### config.mk
export PLATFORM = sky130hd
export DESIGN_NAME = led_pwm_decoder
export DESIGN_NICKNAME = d
export VERILOG_FILES = /design/src/rtl/led_pwm_decoder.sv
export SDC_FILE = /design/constraint.sdc
export NUM_CORES = 1
export LEC_CHECK = 0
export CELL_PAD_IN_SITES_DETAIL_PLACEMENT = 1
export CELL_PAD_IN_SITES_GLOBAL_PLACEMENT = 2
export CORE_UTILIZATION = 25
export CTS_CLUSTER_SIZE = 30
export DETAILED_ROUTE_END_ITERATION = 12
export MAX_ROUTING_LAYER = met4
export PLACE_DENSITY = 0.55
export REMOVE_ABC_BUFFERS = 1
export SETUP_SLACK_MARGIN = 0.1
export SYNTH_ARGS = -nofsm -noshare
export SYNTH_HDL_FRONTEND = slang
export SYNTH_SLANG_ARGS = --single-unit
### constraint.sdc
create_clock -name clk -period 5.3 [get_ports clk]
set_input_delay 1.06 -clock clk [delete_from_list [all_inputs] [get_ports clk]]
set_output_delay 1.06 -clock clk [all_outputs]
set_load 0.05 [all_outputs]
### src/rtl/led_pwm_decoder.sv
// led_pwm_decoder: recovers 8-bit R/G/B duty codes from fixed-period PWM
// waveforms by measuring high-run lengths on each channel independently.
module led_pwm_chan #(
    parameter int PERIOD = 256
) (
    input  logic       clk,
    input  logic       reset,
    input  logic       pwm,
    output logic [7:0] duty,
    output logic       upd,
    output logic       stuck_low
);
    typedef enum logic [1:0] {SYNC, LOW, HIGH} state_t;

    localparam logic [8:0] LAST = 9'(PERIOD - 1);
    localparam logic [8:0] TOP  = 9'(PERIOD);
    localparam logic [7:0] FULL = 8'(PERIOD - 1);

    logic       meta;
    logic       s;
    logic       s_d;
    logic       rise;
    logic       fall;
    state_t     state;
    logic [8:0] lcnt;
    logic [8:0] hcnt;
    logic       sat;

    // Left unreset so a pulse in flight at reset release is seen as high
    // and discarded by SYNC rather than mistaken for a low sample.
    always_ff @(posedge clk) begin
        meta <= pwm;
        s    <= meta;
        s_d  <= s;
    end

    assign rise = s & ~s_d;
    assign fall = ~s & s_d;

    always_ff @(posedge clk) begin
        if (reset) begin
            state     <= SYNC;
            lcnt      <= 9'd0;
            hcnt      <= 9'd0;
            sat       <= 1'b0;
            duty      <= 8'd0;
            upd       <= 1'b0;
            stuck_low <= 1'b0;
        end else begin
            upd <= 1'b0;
            unique case (state)
                SYNC: begin
                    if (!s) begin
                        state <= LOW;
                        lcnt  <= 9'd1;
                    end
                end
                LOW: begin
                    if (rise) begin
                        state     <= HIGH;
                        hcnt      <= 9'd1;
                        sat       <= 1'b0;
                        stuck_low <= 1'b0;
                    end else if (!s && lcnt != TOP) begin
                        lcnt <= lcnt + 9'd1;
                        if (lcnt == LAST) begin
                            duty      <= 8'd0;
                            upd       <= 1'b1;
                            stuck_low <= 1'b1;
                        end
                    end
                end
                HIGH: begin
                    if (fall) begin
                        state <= LOW;
                        lcnt  <= 9'd1;
                        if (!sat) begin
                            duty <= hcnt[7:0] - 8'd1;
                            upd  <= 1'b1;
                        end
                    end else if (s) begin
                        // Constant high re-reports full scale every period.
                        if (hcnt == LAST) begin
                            duty <= FULL;
                            upd  <= 1'b1;
                            sat  <= 1'b1;
                            hcnt <= 9'd0;
                        end else begin
                            hcnt <= hcnt + 9'd1;
                        end
                    end
                end
                default: state <= SYNC;
            endcase
        end
    end
endmodule

module led_pwm_decoder #(
    parameter int PERIOD = 256
) (
    input  logic       clk,
    input  logic       reset,
    input  logic       pwm_r,
    input  logic       pwm_g,
    input  logic       pwm_b,
    output logic [7:0] duty_r,
    output logic [7:0] duty_g,
    output logic [7:0] duty_b,
    output logic [2:0] upd,
    output logic [2:0] stuck_low
);
    led_pwm_chan #(.PERIOD(PERIOD)) u_r (
        .clk       (clk),
        .reset     (reset),
        .pwm       (pwm_r),
        .duty      (duty_r),
        .upd       (upd[0]),
        .stuck_low (stuck_low[0])
    );

    led_pwm_chan #(.PERIOD(PERIOD)) u_g (
        .clk       (clk),
        .reset     (reset),
        .pwm       (pwm_g),
        .duty      (duty_g),
        .upd       (upd[1]),
        .stuck_low (stuck_low[1])
    );

    led_pwm_chan #(.PERIOD(PERIOD)) u_b (
        .clk       (clk),
        .reset     (reset),
        .pwm       (pwm_b),
        .duty      (duty_b),
        .upd       (upd[2]),
        .stuck_low (stuck_low[2])
    );
endmodule
Word-level counts from Yosys, hierarchy flattened
Index checks and enable logic that the tools add are counted.
{"block": "totals", "input_bits": 5, "elab_cells": 255, "out_inout_bits": 30, "ff_bits": 102}
{"block": "op_classes", "n_eq_ne": 51, "n_reduce_logical": 39, "n_addsub": 9, "n_bitwise": 12, "muxes": 114}
{"operator": "9-bit two-way mux", "n": 24}
{"operator": "8-bit two-way mux", "n": 21}
{"operator": "9-bit one-hot mux with 3 select lines", "n": 3}
{"operator": "9-bit by 1-bit adder with 9-bit output, second input constant", "n": 6}
{"operator": "9-bit by 8-bit == test with 1-bit output, second input constant", "n": 6}
{"operator": "9-bit one-hot mux with 2 select lines", "n": 3}
{"operator": "8-bit one-hot mux with 2 select lines", "n": 3}
{"operator": "1-bit two-way mux", "n": 42}
{"operator": "2-bit by 1-bit != test with 1-bit output, second input constant", "n": 18}
{"operator": "5-bit AND reduction", "n": 6}
{"operator": "9-bit != test, second input constant", "n": 3}
{"operator": "8-bit by 1-bit subtractor with 8-bit output, second input constant", "n": 3}
{"operator": "7-bit AND reduction", "n": 3}
{"operator": "2-bit two-way mux", "n": 9}
{"operator": "2-bit != test, second input constant", "n": 9}
{"operator": "3-bit by 1-bit != test with 1-bit output, second input constant", "n": 6}
{"operator": "2-bit one-hot mux with 3 select lines", "n": 3}
{"operator": "3-bit AND reduction", "n": 6}
{"operator": "2-bit nonzero test", "n": 9}
{"operator": "1-bit one-hot mux with 2 select lines", "n": 6}
{"operator": "4-bit AND reduction", "n": 3}
{"operator": "3-bit != test, second input constant", "n": 3}
{"operator": "3-bit nonzero test", "n": 3}
{"operator": "1-bit AND", "n": 6}
{"operator": "other kinds (6)", "n": 21}

Depth between registers and ports, before layout
{"block": "depth", "word_depth": 5, "depth_mapped": 10, "depth_no_buf": 10}

Hierarchy
A second synthesis with hierarchy kept.
{"block": "hier_totals", "cells_unflattened": 684, "hier_area_um2": 5903.2}
{"mod": "led_pwm_chan at u_b ...", "instances": 2, "area_each_um2": 1975.6, "seq_area_each_um2": 680.7, "cells_each": 231}
{"mod": "led_pwm_chan at u_r", "instances": 1, "area_each_um2": 1951.9, "seq_area_each_um2": 680.7, "cells_each": 222}

Worst setup path before layout
OpenSTA, ideal clock, no wires.
{"block": "synth_path", "path_kind": "flip-flop to flip-flop", "from": "register u_r.lcnt[1]", "to": "register u_r.duty[2]", "required_time_ns": 5.184, "path_buffers": 0, "slack_ns": 3.200, "t_arrival_ns": 1.984, "stages_incl_launch_ff": 10, "setup_ns": 0.116, "synth_period_minus_slack_ns": 2.100, "cell_sequence": "dfxtp_1 ha_1 and3_1 nand3_1 nor2_1 ha_1 nor2b_1 a2111oi_4 nand3_2 a31o_2"}
{"block": "synth_via", "elab_chain_len": 4, "elab_cells_between_ends": 6, "classes_between": "4 x eq/ne; 2 x reduce/logical"}
{"item": "from (decl)", "line_no": "25", "rtl": "logic [8:0] lcnt;"}
{"item": "from (signal assigned)", "line_no": "65", "rtl": "lcnt <= lcnt + 9'd1;"}
{"item": "9-bit != test", "line_no": "64", "rtl": "end else if (!s && lcnt != TOP) begin"}
{"item": "1-bit logical AND", "line_no": "64"}
{"item": "2-bit by 1-bit != test with 1-bit output (no line)"}
{"item": "7-bit AND reduction (no line) *"}
{"item": "to (signal assigned)", "line_no": "78", "rtl": "duty <= hcnt[7:0] - 8'd1;"}
{"item": "to (decl)", "line_no": "9", "rtl": "output logic [7:0] duty,"}
Mark *: on every way between the ends. The rest lies on a longest branch, timed or not.
A chain may end at the register's enable or synchronous reset.

Worst setup path after layout
{"block": "layout_path", "from": "register u_g.duty[0]", "to": "output port duty_g[0]"}
{"item": "from (decl)", "line_no": "9"}
{"item": "from (signal assigned)", "line_no": "78"}
{"item": "to (decl)", "line_no": "108", "rtl": "output logic [7:0] duty_g,"}
No word-level cell between the ends.

==> qor.json <==
{
  "outcome": "complete, no violations",
  "drive_gt1_share_pct": 7.29,
  "cp_data_required_time_ps": 4240,
  "via_per_inst": 5.00,
  "kind_of_critical_path": "reg2out",
  "fin_crit_sh_pct": 49.6,
  "power_per_cell_area_nw_per_um2": 319,
  "fp.dieW_um": 151,
  "yosys.area_share.xor_xnor_pct": 5.54,
  "cts_post_setup_buffers_inserted": 0,
  "finalCoreUtilization_pct": 29.3,
  "core_box_area_um2": 21800,
  "global_route.peak_usage_layer": "met2",
  "ctsResizeCount": 0,
  "routed_wl_mm": 15.8,
  "wl_per_cell_um": 16.6,
  "num_antenna_cells": 0,
  "die-height_um": 151,
  "critical_path.max_fanout": 2,
  "postSynth.asyncResetShare_pct": 0,
  "drv_cap": 0,
  "initial_utilization_pct": 25.4,
  "irDropWorstVdd_uv": 183,
  "hold-path-cell-count": 0,
  "yosys.area_share.simple_pct": 24.7,
  "num_rows": 54,
  "preCtsSetupSlack_ps": 2540,
  "p_leak_nw": 2.24,
  "critPathLaunchType": "flip-flop",
  "port-buffer-count": 34,
  "finalClockSkew_ps": 15.7,
  "cp.depth": 1,
  "synth-adder-area-share_pct": 6.11,
  "ctsHtreeMaxLevel": 3,
  "worstSkewPairLatency_ps": 360,
  "overall_via_count_from_detail_route": 4757,
  "timing.critical_path.buf_inv": 1,
  "syn-mean-instance-area_um2": 8.34,
  "mostFrequentLayoutCell": "sky130_fd_sc_hd__dfxtp_1",
  "grt_util_all_layers_pct": 15.1,
  "num_io_pins": 35,
  "drt_drc_violations_left": 0,
  "fmax_ghz": 0.381,
  "use_met3_pct": 2.48,
  "biggest_area_consumer_among_synthesized_cells": "sky130_fd_sc_hd__dfxtp_1",
  "slew_viol_final": 0,
  "synth_ff_type": "sky130_fd_sc_hd__dfxtp_1",
  "synth.top_cell.area_share_pct": 36.9,
  "gp_routability_congestion": 0.757,
  "initial_antenna_violation_count": 0,
  "cts.path.max_buffers": 2,
  "cts_buffers": 9,
  "layout_setup_ws_ps": 2670,
  "synth-edff-count": 0,
  "setup_viol": 0,
  "grt.met2_usage_pct": 24.5,
  "report.final.hold_viol_count": 0,
  "setup_total_negative_slack_ps": 0,
  "hold_buffer_count_at_cts": 0,
  "ys_ff_latch": 102,
  "grt_pass1_wl_mm": 25.9,
  "tritoncts_clock_tree": "built",
  "critical_path.endpoint_type": "output pin",
  "finalCriticalPeriod_ps": 2630,
  "post_synth_mux_area_share_pct": 0.973,
  "worst_slew_margin_rel_pct": 42.1,
  "area_growth_from_synthesis_to_layout_pct": 15.1,
  "postRouteAntennaNets": 0,
  "cp_top_family": "buffers and inverters",
  "cts.root.buffer_cell": "sky130_fd_sc_hd__clkbuf_16",
  "cts.reportedPaths.clkPinSlew_ps": 70,
  "synth.top_cells.by_area": "sky130_fd_sc_hd__dfxtp_1 (37%), sky130_fd_sc_hd__ha_1 (6.1%), sky130_fd_sc_hd__nor2_1 (3.7%), sky130_fd_sc_hd__nand3_1 (3.6%), sky130_fd_sc_hd__xor2_1 (3.3%)",
  "use_met1_pct": 19.3,
  "grt_setup_unrepaired": "no",
  "clkSinkCount": 102,
  "first_iter_violations": 234,
  "nets": 699,
  "synth_sequential_area_ratio_pct": 36.9,
  "die-area_um2": 22700,
  "mappedNetlistArea_um2": 5530,
  "synth_cell_type_count": 64,
  "synth_top_family_by_area": "simple AND/OR/NAND/NOR gates",
  "slowest_stage_delay_cp_ps": 830,
  "place_hpwl_mm": 11.5,
  "timing_worst_slew_pin_value_ps": 868,
  "timing.critical_path.arrival_ps": 1570,
  "netlist_instances": 663,
  "grt_max_degree": 34,
  "synth_compound_gate_area_share_pct": 19.2,
  "first_global_vias": 4838,
  "gr_ovfl_total": 0,
  "yosys_warnings": 0,
  "r2r.worst_path.cells": 9,
  "drt_pass1_iterations": 6,
  "commonest_cells_after_routing_fill_and_taps_aside": "sky130_fd_sc_hd__dfxtp_1 (102), sky130_fd_sc_hd__nor2_1 (55), sky130_fd_sc_hd__nand2_1 (45)",
  "crit_path_top_delay_cell": "sky130_fd_sc_hd__clkdlybuf4s50_1",
  "worstHoldPathType": "reg2reg",
  "timing.critical_path.cells": "clkdlybuf4s50_1"
}
## final timing paths
kind,slack [ps],to,start
setup / recovery,2670,duty_g[0],u_g.duty[0]
hold / removal,330,u_r.s,u_r.meta
setup reg to reg,2850,u_r.duty[3],u_r.lcnt[1]
hold reg to reg,330,u_r.s,u_r.meta
## layer usage
metal  part of all wire, %  up-vias
li1                      -     2380
met1                    50     2326
met2                    47       39
met3                   1.8       12
met4                   1.3        0
met5                     0        -
## Yosys cell counts, types with 3 or more instances
cell type                  number
sky130_fd_sc_hd__dfxtp_1      102
sky130_fd_sc_hd__a211oi_1      14
sky130_fd_sc_hd__nor2_1        55
sky130_fd_sc_hd__and2_1        14
sky130_fd_sc_hd__ha_1          27
sky130_fd_sc_hd__nor3_1        19
sky130_fd_sc_hd__o211ai_1       3
sky130_fd_sc_hd__or4_1          4
sky130_fd_sc_hd__or3_1          5
sky130_fd_sc_hd__nor2b_1        9
sky130_fd_sc_hd__nand4_1       16
sky130_fd_sc_hd__nor4_1         5
sky130_fd_sc_hd__a31o_2        13
sky130_fd_sc_hd__o21ai_1        3
sky130_fd_sc_hd__xor2_1        21
sky130_fd_sc_hd__clkbuf_1      21
sky130_fd_sc_hd__and3_1        14
sky130_fd_sc_hd__nor4b_1        4
sky130_fd_sc_hd__a32oi_1        5
sky130_fd_sc_hd__nand2b_1      10
sky130_fd_sc_hd__a221oi_1       9
sky130_fd_sc_hd__nand3_1       40
sky130_fd_sc_hd__a31oi_1       10
sky130_fd_sc_hd__a21o_1         5
sky130_fd_sc_hd__o21ai_0       27
sky130_fd_sc_hd__mux2_2         3
sky130_fd_sc_hd__buf_4          6
sky130_fd_sc_hd__inv_1         40
sky130_fd_sc_hd__nand2_1       45
sky130_fd_sc_hd__xnor2_1       14
sky130_fd_sc_hd__o31ai_1        9
sky130_fd_sc_hd__buf_2         11
sky130_fd_sc_hd__buf_1          4
sky130_fd_sc_hd__a21oi_1       35
sky130_fd_sc_hd__nand4b_1       5
## final cells by class
class / instances / area, um2
multi-input cells: 477 / 3130
clock buffers: 11 / 253
clock inverters: 5 / 86.3
fillers: 2576 / 15400
inverters: 40 / 150
repair buffers: 37 / 358
flip-flops and latches: 102 / 2040
well taps: 280 / 350
## metrics by stage
step	power, mW	cell area [um2]	instances	hold WS [ps]
after floorplan	1.14	5320	619	310
after global placement	1.28	6030	936	311
after detailed placement	1.29	6030	936	313
after CTS	2.07	6370	952	332
after global routing	2.15	6370	952	343
final	2.03	6370	952	329
## flip-flops by register name (all words and copies together) (netlist names), 8 cells and up
signal	flops
u_r.hcnt	9
u_r.duty	8
u_g.duty	8
u_b.duty	8
u_g.hcnt	9
u_r.lcnt	9
u_b.hcnt	9
u_g.lcnt	9
u_b.lcnt	9
## power breakdown
group | total (mW) | internal [mW] | switching (mW)
Combinational | 0.432 | 0.135 | 0.297
Sequential | 0.830 | 0.795 | 0.0347
Clock | 0.766 | 0.445 | 0.321
## cell families (layout without fill, tap and decap cells)
kind of cell / count (synthesis) / after routing
adder cells (fa/ha/maj): 27 / 27
flip-flops: 102 / 102
buffers and inverters: 84 / 93
AO/OA/AOI/OAI: 152 / 152
XOR/XNOR: 35 / 35
AND/OR/NAND/NOR: 258 / 258
multiplexers: 5 / 5
(Power assumes the default switching activity.)
